$ cat src/rtl/video_axis_pkg.sv
// video_axis_pkg: shared state encoding, tdata slicing and error bit indices
package video_axis_pkg;
    typedef enum logic [1:0] {WAIT_SOF, ACTIVE, DISCARD} state_t;
    localparam int R_MSB = 23;
    localparam int R_LSB = 16;
    localparam int G_MSB = 15;
    localparam int G_LSB = 8;
    localparam int B_MSB = 7;
    localparam int B_LSB = 0;
    localparam int ERR_SOF       = 0;
    localparam int ERR_EOL_EARLY = 1;
    localparam int ERR_EOL_LATE  = 2;
    localparam int ERR_W         = 3;
endpackage

$ cat src/rtl/video_hv_counter.sv
// video_hv_counter: pixel/line position counter with exact wrap points
module video_hv_counter #(
    parameter int H_pixel = 1280,
    parameter int V_line  = 960,
    parameter int CNT_W   = 12
) (
    input  logic             Clk,
    input  logic             Rst,
    input  logic             inc,
    input  logic             restart,
    input  logic             clear,
    output logic [CNT_W-1:0] h_cnt,
    output logic [CNT_W-1:0] v_cnt,
    output logic             last_pix,
    output logic             last_line
);
    assign last_pix  = h_cnt == CNT_W'(H_pixel - 1);
    assign last_line = v_cnt == CNT_W'(V_line - 1);
    // restart loads the position just after pixel (0,0), which was consumed by the SOF beat
    always_ff @(posedge Clk) begin
        if (Rst || clear) begin
            h_cnt <= '0;
            v_cnt <= '0;
        end else if (restart) begin
            h_cnt <= CNT_W'(1);
            v_cnt <= '0;
        end else if (inc) begin
            h_cnt <= last_pix ? '0 : h_cnt + 1'b1;
            v_cnt <= last_pix ? (last_line ? '0 : v_cnt + 1'b1) : v_cnt;
        end
    end
endmodule

$ cat src/rtl/axis_video_line_splitter.sv
// axis_video_line_splitter: checks AXIS frame geometry, steers even rows to FIFO 0 and odd rows to FIFO 1
module axis_video_line_splitter
    import video_axis_pkg::*;
#(
    parameter int H_pixel = 1280,
    parameter int V_line  = 960,
    parameter int CNT_W   = 12
) (
    input  logic        Clk,
    input  logic        Rst,
    input  logic [23:0] s_axis_video_tdata,
    input  logic        s_axis_video_tvalid,
    output logic        s_axis_video_tready,
    input  logic        s_axis_video_tuser,
    input  logic        s_axis_video_tlast,
    input  logic [2:0]  s_axis_video_tkeep,
    output logic [7:0]  fifo_wdata_r,
    output logic [7:0]  fifo_wdata_g,
    output logic [7:0]  fifo_wdata_b,
    output logic        fifo_wea_0,
    output logic        fifo_wea_1,
    input  logic        fifo_full_0,
    input  logic        fifo_full_1,
    output logic        line_done,
    output logic        frame_done,
    output logic        wr_done_sig,
    output logic        err_sof,
    output logic        err_eol_early,
    output logic        err_eol_late,
    input  logic        err_clr
);
    state_t             state, nxt;
    logic [CNT_W-1:0]   h_cnt, v_cnt;
    logic               last_pix, last_line, inc, restart, clear;
    logic               tgt, full_t, accept, write, ld_set, fd_set, unused_keep;
    logic [ERR_W-1:0]   err, err_set;

    video_hv_counter #(.H_pixel(H_pixel), .V_line(V_line), .CNT_W(CNT_W)) u_cnt (
        .Clk(Clk), .Rst(Rst), .inc(inc), .restart(restart), .clear(clear),
        .h_cnt(h_cnt), .v_cnt(v_cnt), .last_pix(last_pix), .last_line(last_line)
    );

    // an SOF beat always lands in FIFO 0, so its flag gates ready even on an odd row
    assign tgt                 = (state == ACTIVE) & ~s_axis_video_tuser & v_cnt[0];
    assign full_t              = tgt ? fifo_full_1 : fifo_full_0;
    assign s_axis_video_tready = ~Rst & ((state == DISCARD & ~s_axis_video_tuser) | ~full_t);
    assign accept              = s_axis_video_tvalid & s_axis_video_tready;
    assign write               = accept & (state == ACTIVE | s_axis_video_tuser);
    assign fifo_wea_0          = write & ~tgt;
    assign fifo_wea_1          = write & tgt;
    assign fifo_wdata_r        = s_axis_video_tdata[R_MSB:R_LSB];
    assign fifo_wdata_g        = s_axis_video_tdata[G_MSB:G_LSB];
    assign fifo_wdata_b        = s_axis_video_tdata[B_MSB:B_LSB];
    assign err_sof             = err[ERR_SOF];
    assign err_eol_early       = err[ERR_EOL_EARLY];
    assign err_eol_late        = err[ERR_EOL_LATE];
    assign unused_keep         = ^s_axis_video_tkeep;

    always_comb begin
        nxt     = state;
        inc     = 1'b0;
        restart = 1'b0;
        clear   = 1'b0;
        ld_set  = 1'b0;
        fd_set  = 1'b0;
        err_set = '0;
        if (accept) begin
            case (state)
                ACTIVE: begin
                    if (s_axis_video_tuser && |{h_cnt, v_cnt}) begin
                        err_set[ERR_SOF] = 1'b1;
                        restart          = 1'b1;
                    end else if (s_axis_video_tlast && !last_pix) begin
                        err_set[ERR_EOL_EARLY] = 1'b1;
                        clear                  = 1'b1;
                        nxt                    = WAIT_SOF;
                    end else if (last_pix && !s_axis_video_tlast) begin
                        err_set[ERR_EOL_LATE] = 1'b1;
                        nxt                   = DISCARD;
                    end else begin
                        inc    = 1'b1;
                        ld_set = last_pix;
                        fd_set = last_pix & last_line;
                        nxt    = (last_pix && last_line) ? WAIT_SOF : ACTIVE;
                    end
                end
                default: begin
                    restart = s_axis_video_tuser;
                    clear   = (state == DISCARD) & ~s_axis_video_tuser & s_axis_video_tlast;
                    nxt     = s_axis_video_tuser ? ACTIVE : (clear ? WAIT_SOF : state);
                end
            endcase
        end
    end

    always_ff @(posedge Clk) begin
        if (Rst) begin
            state       <= WAIT_SOF;
            line_done   <= 1'b0;
            frame_done  <= 1'b0;
            wr_done_sig <= 1'b0;
            err         <= '0;
        end else begin
            state       <= nxt;
            line_done   <= ld_set;
            frame_done  <= fd_set;
            wr_done_sig <= last_line & (state == ACTIVE);
            err         <= (err & ~{ERR_W{err_clr}}) | err_set;
        end
    end
endmodule

$ cat config.mk
export PLATFORM = sky130hd
export DESIGN_NAME = axis_video_line_splitter
export DESIGN_NICKNAME = d
export VERILOG_FILES = /design/src/rtl/video_axis_pkg.sv /design/src/rtl/video_hv_counter.sv /design/src/rtl/axis_video_line_splitter.sv
export SDC_FILE = /design/constraint.sdc
export NUM_CORES = 1
export LEC_CHECK = 0
export CORE_MARGIN = 1
export CORE_UTILIZATION = 30
export CTS_BUF_LIST = sky130_fd_sc_hd__clkbuf_4 sky130_fd_sc_hd__clkbuf_8
export CTS_CLUSTER_SIZE = 24
export DETAILED_ROUTE_END_ITERATION = 12
export GPL_ROUTABILITY_DRIVEN = 0
export GPL_TIMING_DRIVEN = 0
export SYNTH_ARGS = -nofsm -noshare
export SYNTH_HDL_FRONTEND = slang
export SYNTH_SLANG_ARGS = --single-unit
$ cat constraint.sdc
create_clock -name Clk -period 3 [get_ports Clk]
set_input_delay 0.6 -clock Clk [delete_from_list [all_inputs] [get_ports Clk]]
set_output_delay 0.6 -clock Clk [all_outputs]
set_load 0.05 [all_outputs]
==> flow_metrics.tcl, run 1 <==
set metrics [dict create \
    final-hold-violation-count 0 \
    setup_violations 0 \
    finalCoreUtilization_pct 40.8 \
    clockRootBuffer "clkbuf_8" \
    muxShareOfSynthArea_pct 0 \
    ant_nets 0 \
    antenna_found_initial 0 \
    crit_path_end_kind "primary output" \
    core_um2 6870 \
    setup_tns_ps 0 \
    fp-row-count 30 \
    synth.avg_cell_area_um2 7.92 \
    stdcell_count 416 \
    path_clk_slew_ps 70 \
    cts_max_level 2 \
    cts_buffers 5 \
    synth_top_area_share_pct 29.6 \
    wire_per_inst_um 14.3 \
    synthTopCellsByArea "dfxtp_1, buf_4, a21oi_1, o31ai_1, nand3_1" \
    p_sw_share_pct 29.3 \
    p_sw_w 0.000292 \
    nFillCells 718 \
    p_leak_nw 0.930 \
    syn_nets 315 \
    timing.fmax_mhz 349 \
    cts_tree "built" \
    synth_compound_area_share_pct 23.2 \
    dr.pass1.iters 4 \
    synth-edff-count 0 \
    yosys.area_share.xor_xnor_pct 0.405 \
    dp_hpwl_mm 4.38 \
    detail_route.wirelength_mm 5.96 \
    power_w 0.000997 \
    ioPinCount 68 \
    cp_cell_sequence "clkdlybuf4s50_1 -> a21oi_2 -> o311ai_2 -> nor2_2 -> nand2_1 -> nor3_2 -> buf_2" \
    peakVddDrop_uv 233 \
    crit_fanout 6 \
    critPathMaxStageDelay_ps 490 \
    synth_fa_ha_area_share_pct 4.05 \
    clockPowerShare_pct 37.4 \
    num_antenna_cells 0 \
    rsz0062_at_grt "no" \
    grt_max_degree 11 \
    drt_iter0_drc 87 \
    synth_cell_type_count 49 \
    min_from "err[2]$_SDFF_PP0_" \
    slew_headroom_pct 56.6 \
    clk_latency_ps 290 \
    grt_use_total_pct 16.4 \
    yosys.area_share.simple_pct 29.1 \
    max-clock-path-buffers 2 \
    cp-start-kind "primary input" \
    ys_ff_latch 32 \
    yosysMostFrequentCell "dfxtp_1" \
    clock-sinks 32 \
    worstReg2RegEnd "u_cnt.v_cnt[8]$_SDFFE_PP0P_" \
    place_inst 408 \
    clock_skew_ps 4.99 \
    r2r-start "u_cnt.h_cnt[9]$_SDFFE_PP0P_" \
    synth_top_area_cell "dfxtp_1" \
    die_w_um 86.9 \
    p_int_w 0.000705 \
    tightest_slew_ps 646 \
    worstPathRequired_ps 2400 \
    die_h_um 86.9 \
    cap_viol_max_count 0 \
    final_layout_size_suffix_gt1_share_pct 16.9 \
    start_util_pct 31.5 \
    min_to "err[2]$_SDFF_PP0_" \
    syn_inst 273 \
    overflow 0 \
    grt_pass1_wl_mm 9.63 \
    worst-r2r-setup-slack_ps 290 \
    ys_top_cells_by_count "dfxtp_1, buf_4, a21oi_1" \
    die_area_um2 7560 \
    cp.arrival_ps 2260 \
    synthFlopType "dfxtp_1" \
    period_share_pct 95.5 \
    slew_viol_final 0 \
    grt_pass1_vias 2051 \
    num_vias 2258 \
    synthArstFlopShare_pct 0 \
    hold_depth 2 \
    power_frac_seq_pct 43.2 \
    portBuffers 39 \
    pwr_density_cell_nw_per_um2 356 \
    power_frac_comb_pct 19.4 \
    finalCriticalPeriod_ps 2860 \
    criticalPathCategory "primary input to primary output" \
    yosys_warnings 0 \
    routed_via_density 5.43 \
    fin_nets 362 \
    hold_path_class "register to register" \
    synth_top_family_by_area "simple AND/OR/NAND/NOR gates" \
    worst-r2r-cell-count 11 \
    drc 0 \
    critical-path-slowest-cell "clkdlybuf4s50_1" \
    syn_to_final_growth_pct 29.4 \
    syn_area_um2 2160 \
    status "complete, no violations" \
    ys_seq_area_share_pct 29.6 \
]
==> how the worst max path moves through the flow <==
| stage | endpoint | slack, ps | start |
|---|---|---|---|
| after floorplan | fifo_wea_0 | 80 | Rst |
| after detailed placement | fifo_wea_1 | -560 | s_axis_video_tuser |
| final | fifo_wea_1 | 140 | s_axis_video_tuser |
| after global placement | fifo_wea_1 | -560 | s_axis_video_tuser |
| after CTS | u_cnt.h_cnt[5]$_SDFFE_PP0P_ | 0.9 | s_axis_video_tuser |
| after global routing | fifo_wea_1 | 10 | s_axis_video_tuser |
==> critical path, delay by kind of cell <==
| kind | cells | cell delay [ps] |
|---|---|---|
| buf+inv | 2 | 770 |
| simple gates | 3 | 440 |
| compound gates | 2 | 450 |
==> per-layer routing <==
layer | track usage (%) | routed length, µm
met2 | 25.9 | 2740
met3 | 3.32 | 318
met5 | 0 | 0
met1 | 21.8 | 2840
met4 | 6.97 | 59
==> cell usage in the layout, fill, tap and decap left out, types with 6 or more instances in the layout <==
master / count
buf_4: 25
inv_1: 12
dfxtp_1: 32
a21oi_1: 22
clkdlybuf4s50_1: 36
nand4_1: 11
nand3_1: 18
o31ai_1: 12
o21ai_0: 10
nor3_1: 14
a31oi_1: 6
nor2_1: 12
clkbuf_8: 7
clkbuf_1: 7
nand2_1: 11
ha_1: 7
or4_1: 10
==> power by group through the flow <==
stage	clock (W)	combinational [W]	sequential, W
global placement	0	0.000192	0.000440
finish	0.000373	0.000194	0.000430
global route	0.000394	0.000205	0.000431
CTS	0.000379	0.000192	0.000430
detailed placement	0	0.000192	0.000440
floorplan	0	0.000134	0.000439
==> cells by family after synthesis <==
family | count (synthesis)
adders and majority gates | 7
DFF | 32
AOI/OAI and AO/OA | 74
and+or+nand+nor | 108
xor gates and xnor gates | 1
buffers and inverters | 51
==> state kept, by name, summed over array words and instances (netlist names) <==
| name | count |
|---|---|
| err | 3 |
| u_cnt.h_cnt | 12 |
| u_cnt.v_cnt | 12 |
| frame_done | 1 |
| state | 2 |
| wr_done_sig | 1 |
| line_done | 1 |
==> timing repair <==
item                                    CTS  global route
buffers inserted                          0             1
hold endpoints to repair                  0             0
gates resized for setup                   8            11
hold buffers                              0             0
endpoints found under the setup margin    3            25
pin swaps                                 0             1
==> per-stage QoR <==
stage / hold WS [ps] / worst slack, ps / instance area [µm²]
2_1_floorplan: 461 / 75.3 / 2170
5_1_grt: 499 / 12.1 / 2800
6_report: 470 / 136 / 2800
3_5_place_dp: 456 / -564 / 2680
3_3_place_gp: 455 / -559 / 2680
4_1_cts: 475 / 0.919 / 2770
==> cell type report <==
cell class	instances	area (µm²)	share of cell area, %
Multi-Input combinational cell	190	1260	44.9
Sequential cell	32	641	22.9
Timing Repair Buffer	40	387	13.8
Buffer	39	254	9.07
Tap cell	96	120	4.29
Clock buffer	7	96.3	3.44
Inverter	12	45.0	1.61
No activity file was read; power rests on OpenSTA's default activity.
==> inputs of run 2 (changes only) <==
Settings changed: CELL_PAD_IN_SITES_DETAIL_PLACEMENT set to 1, CELL_PAD_IN_SITES_GLOBAL_PLACEMENT set to 2, CORE_UTILIZATION 30 to 27, PLACE_DENSITY_LB_ADDON set to 0.1, SLEW_MARGIN set to 20.
==> flow_metrics.tcl, run 2 (same netlist as run 1, synthesis figures left out) <==
set metrics [dict create \
    status "complete, no violations" \
    ant_nets 0 \
    critical-path-slowest-cell "o311ai_2" \
    cp-start-kind "primary input" \
    cts_buffers 5 \
    syn_to_final_growth_pct 31.4 \
    final_common_cell "clkdlybuf4s50_1" \
    num_vias 2255 \
    clk_latency_ps 290 \
    grt_pass1_vias 2231 \
    finalCriticalPeriod_ps 2880 \
    portBuffers 39 \
    grt_use_total_pct 18.0 \
    cts_max_level 2 \
    top_regs "u_cnt.h_cnt (12), u_cnt.v_cnt (12), err (3)" \
    clock_skew_ps 5.24 \
    num_antenna_cells 0 \
    crit_path_end_kind "primary output" \
    final_layout_size_suffix_gt1_share_pct 18.3 \
    clockRootBuffer "clkbuf_8" \
    overflow 0 \
    cts_tree "built" \
    wire_per_inst_um 16.8 \
    fp-row-count 32 \
    peakVddDrop_uv 161 \
    grt_max_degree 11 \
    path_delay_family "buffers and inverters" \
    drc 0 \
    critPathMaxStageDelay_ps 570 \
    grt_pass1_wl_mm 11.9 \
    holdWs_ps 454 \
    cp_num_buf_inv 3 \
    crit_fanout 6 \
    ioPinCount 68 \
    die_w_um 91.5 \
    cap_viol_max_count 0 \
    hold_path_class "register to register" \
    cp.arrival_ps 2280 \
    die_area_um2 8370 \
    pwr_density_cell_nw_per_um2 375 \
    dr.pass1.iters 4 \
    start_util_pct 28.0 \
    antenna_found_initial 0 \
    most-common-layout-cells "clkdlybuf4s50_1, dfxtp_1, buf_4, a21oi_1, nand3_1" \
    drt_iter0_drc 61 \
    max-clock-path-buffers 2 \
    dp_hpwl_mm 5.24 \
    clock-sinks 32 \
    worstPathRequired_ps 2400 \
    postCtsHoldBufs 0 \
    die_h_um 91.5 \
    timing.fmax_mhz 347 \
    path_clk_slew_ps 70 \
    setup_tns_ps 0 \
    p_leak_nw 0.953 \
    criticalPathCategory "primary input to primary output" \
    core_um2 7730 \
    final-hold-violation-count 0 \
    period_share_pct 96.1 \
    tightest_slew_ps 702 \
    slew_viol_final 0 \
    setup_violations 0 \
    routed_via_density 5.31 \
    detail_route.wirelength_mm 7.15 \
    cp_cell_sequence "clkdlybuf4s50_1 -> inv_1 -> o311ai_2 -> nor2_2 -> nand2_1 -> nor3_2 -> buf_4" \
    fin_nets 364 \
    slew_headroom_pct 52.9 \
]
run 2: layout make-up:
class	instances	area [µm²]
clock inverter	2	35.0
sequential	32	642
buffer	39	255
tap	102	128
multi-input combinational	190	1260
fill	957	4880
clock buffer	6	76.3
timing repair buffer	42	404
inverter	12	45.0
run 2: where the power goes:
part           total, W  switching, W  internal (W)
Clock          0.000435      0.000179      0.000256
Combinational  0.000201      0.000126     0.0000753
Sequential     0.000431    0.00000395      0.000427
run 2: layer usage:
layer  vias to the layer above  track usage, %  part of all wire (%)
met3                         6            3.10                   3.4
met1                      1092            24.4                    49
met5                         -               0                     0
li1                       1109               -                     -
met2                        48            29.5                    46
met4                         0            4.37                  0.95
run 2: through the flow:
step / setup slack [ps] / total power, W / cell area, µm² / instances / utilization [%]
after global placement: -682 / 0.000638 / 2690 / 414 / 34.8
final: 118 / 0.00107 / 2840 / 425 / 36.8
after floorplan: 75.3 / 0.000573 / 2170 / 273 / -
after global routing: -15.5 / 0.00111 / 2840 / 425 / 36.8
after detailed placement: -659 / 0.000638 / 2690 / 414 / 34.8
after CTS: -5.37 / 0.00108 / 2800 / 422 / 36.2
run 2: timing repair:
| item | in CTS | in global routing |
|---|---|---|
| setup buffers | 0 | 3 |
| setup endpoints to repair | 3 | 26 |
| endpoints found under the hold margin | 0 | 0 |
| resized for setup | 9 | 14 |
| pin swaps | 1 | 1 |
run 2: final timing paths:
kind / startpoint / endpoint / slack, ps / cells after the start
min: err[1]$_SDFF_PP0_ / err[1]$_SDFF_PP0_ / 450 / 2
min reg2reg: err[1]$_SDFF_PP0_ / err[1]$_SDFF_PP0_ / 450 / 2
max reg2reg: u_cnt.h_cnt[1]$_SDFFE_PP0P_ / u_cnt.v_cnt[8]$_SDFFE_PP0P_ / 230 / 11
max: fifo_full_0 / fifo_wea_1 / 120 / 7
run 2: worst reg2reg max path: cells and delay by family, from the launching register on:
kind | cells | cell delay, ps
and+or+nand+nor | 4 | 930
adders and majority gates | 2 | 470
DFF | 1 | 390
AOI/OAI and AO/OA | 2 | 350
buffers and inverters | 3 | 560
==> inputs of run 3 (changes only) <==
Settings changed: CAP_MARGIN set to 20, SLEW_MARGIN 20 to 30.
==> results of run 3 <==
The final DEF is identical to that of run 2; final timing and power are the same.
==> variant (flow settings as in run 3) <==
`CNT_W` is set to 12 in 2 places; all go to 8.
--- a/src/rtl/video_hv_counter.sv
+++ b/src/rtl/video_hv_counter.sv
@@ -4,3 +4,3 @@
     parameter int V_line  = 960,
-    parameter int CNT_W   = 12
+    parameter int CNT_W   = 8
 ) (
--- a/src/rtl/axis_video_line_splitter.sv
+++ b/src/rtl/axis_video_line_splitter.sv
@@ -6,3 +6,3 @@
     parameter int V_line  = 960,
-    parameter int CNT_W   = 12
+    parameter int CNT_W   = 8
 ) (
Formal check against the unedited RTL: same outputs for any inputs over 10 cycles, from zero or initial values and one cycle with Rst high; that may be too few to reach the edited logic, so the function may still have changed.
==> variant against run 3 <==
Cell area decreased by 24%. Hold slack better by 0.013 ns. Sequential share of layout area is 0.38 points lower. Worst setup slack got worse by 0.047 ns. Die area decreased by 23%. Sequential cell count fell by 8. First-iteration DRC count is 6.6% lower. Core utilization fell by 0.23 points. Area after synthesis decreased by 23%. Wire length shrank 27%. Highest routed layer unchanged. Final cell count is 24% lower. Power down 34%.
==> variant: results (changes against run 3) <==
Status - finished, final reports clean (unchanged)
Synth top area cells - dfxtp_1 29%, buf_4 11%, a21oi_1 6.3%, o31ai_1 3.2%, ha_1 3.0% (was dfxtp_1 30%, buf_4 8.3%, a21oi_1 5.3%, o31ai_1 4.5%, nand3_1 4.2%)
Clock Power Share - 0.286 (was 0.408)
Pin count of the biggest net entering global routing - 13 (was 11)
Hold Path Sink - err[2] (was err[1])
Design area - 2160 µm² (was 2840 µm²)
Final worst clock skew - 0.00161 ns (was 0.00524 ns)
Power Internal - 479 µW (was 758 µW)
Clk slew on worst S/H paths - 0.09 ns (was 0.07 ns)
Non-filler cells, final - 324 (was 425)
Hold Startpoint - err[2] (was err[1])
Hold Slack - 0.468 ns (was 0.454 ns)
H-tree Lvls - 1 (was 2)
Initial antenna violation count - 0 (unchanged)
Post-synthesis net count - 248 (was 315)
Worst r2r src - u_cnt.h_cnt[2] (was u_cnt.h_cnt[1])
Syn Inst Count - 209 (was 273)
Register area share after synthesis - 0.289 (was 0.296)
First-pass GRT wire length - 8.46 mm (was 11.9 mm)
Reg power frac - 0.455 (was 0.404)
I/O Buffers - 37 (was 39)
Hold Path Class - reg2reg (unchanged)
Longest Clk Path Bufs - 2 (unchanged)
Vias per inst - 5.37 (was 5.31)
Power Clock - 203 µW (was 435 µW)
Worst r2r path cells - 6 (was 11)
Ys flop type - dfxtp_1 (unchanged)
Pre-CTS setup slack - -0.252 ns (was -0.659 ns)
GRT Total Usage - 0.170 (was 0.180)
Max IR drop VDD - 0.128 mV (was 0.161 mV)
Worst path slowest cell - dlygate4sd1_1 (was o311ai_2)
Placed cell area - 2130 µm² (was 2690 µm²)
Most common library cells after synthesis - 24 x buf_4, 24 x dfxtp_1, 21 x a21oi_1 (was 32 x dfxtp_1, 24 x buf_4, 23 x a21oi_1)
HPWL Detailed - 3.98 mm (was 5.24 mm)
CP Data Arrival Time - 2.33 ns (was 2.28 ns)
DR iter-0 viols - 57 (was 61)
Routed WL - 5.21 mm (was 7.15 mm)
Share of cells above drive strength 1 - 0.145 (was 0.183)
Tightest Pin Transition - 0.778 ns (was 0.702 ns)
Filler cells - 737 (was 957)
Ys async rst share - 0 (unchanged)
Crit-path max cell delay - 0.54 ns (was 0.57 ns)
Cts bufs inserted - 3 (was 5)
R2r endpoint - u_cnt.h_cnt[7] (was u_cnt.v_cnt[8])
Worst-Skew Late Latency - 0.27 ns (was 0.29 ns)
Vias in the first global route - 1689 (was 2231)
Synth cell types - 42 (was 49)
Largest registers - u_cnt.h_cnt x8, u_cnt.v_cnt x8, err x3 (was u_cnt.h_cnt x12, u_cnt.v_cnt x12, err x3)
Pleak - 0.000774 µW (was 0.000953 µW)
Initial DRT Pass Iterations - 4 (unchanged)
Final-stage net count - 290 (was 364)
Flop2flop setup slack - 0.34 ns (was 0.23 ns)
Critical Path Fanout Max - 5 (was 6)
-- variant: what timing repair did --
item,in CTS,in global routing
gates resized for setup,3,5
gates cloned,0,0
endpoints found under the hold margin,0,0
endpoints found under the setup margin,3,2
hold buffers,0,0
buffers inserted,0,0
pin swaps,0,0
-- variant: worst max path at each step --
stage / start / endpoint / slack [ns]
2_1_floorplan: s_axis_video_tuser / fifo_wea_1 / 0.08
3_3_place_gp: fifo_full_0 / fifo_wea_1 / -0.24
3_5_place_dp: fifo_full_0 / fifo_wea_1 / -0.25
4_1_cts: fifo_full_0 / fifo_wea_1 / 0.03
5_1_grt: fifo_full_0 / fifo_wea_0 / 0.0005
6_report: fifo_full_0 / fifo_wea_0 / 0.07
-- variant: cell type report --
cell class	instances	area share
Clock buffer	3	0.0191
Timing Repair Buffer	37	0.168
Tap cell	75	0.0434
Sequential cell	24	0.222
Inverter	13	0.0225
Buffer	32	0.0977
Multi-Input combinational cell	140	0.428
-- variant: cells by family (layout without fill, tap and decap cells) --
kind of cell / after synthesis / count (layout) / synth area share
XOR/XNOR: 1 / 1 / 0.00528
adder cells (fa/ha/maj): 4 / 4 / 0.0301
buffers and inverters: 45 / 85 / 0.157
AND/OR/NAND/NOR: 78 / 78 / 0.282
flip-flops: 24 / 24 / 0.289
AO/OA/AOI/OAI: 57 / 57 / 0.237
-- variant: metal layers --
| layer | global-route usage | part of all wire |
|---|---|---|
| met1 | 0.225 | 0.49 |
| met2 | 0.274 | 0.45 |
| met3 | 0.0375 | 0.049 |
| met4 | 0.0464 | 0.010 |
| met5 | 0 | 0 |
-- variant: worst reg2reg max path: cells and delay by family, from the launching register on --
family                 cells  cell delay [ns]
AOI/OAI and AO/OA          3             1.00
and+or+nand+nor            2             0.83
DFF                        1             0.39
buffers and inverters      1             0.31
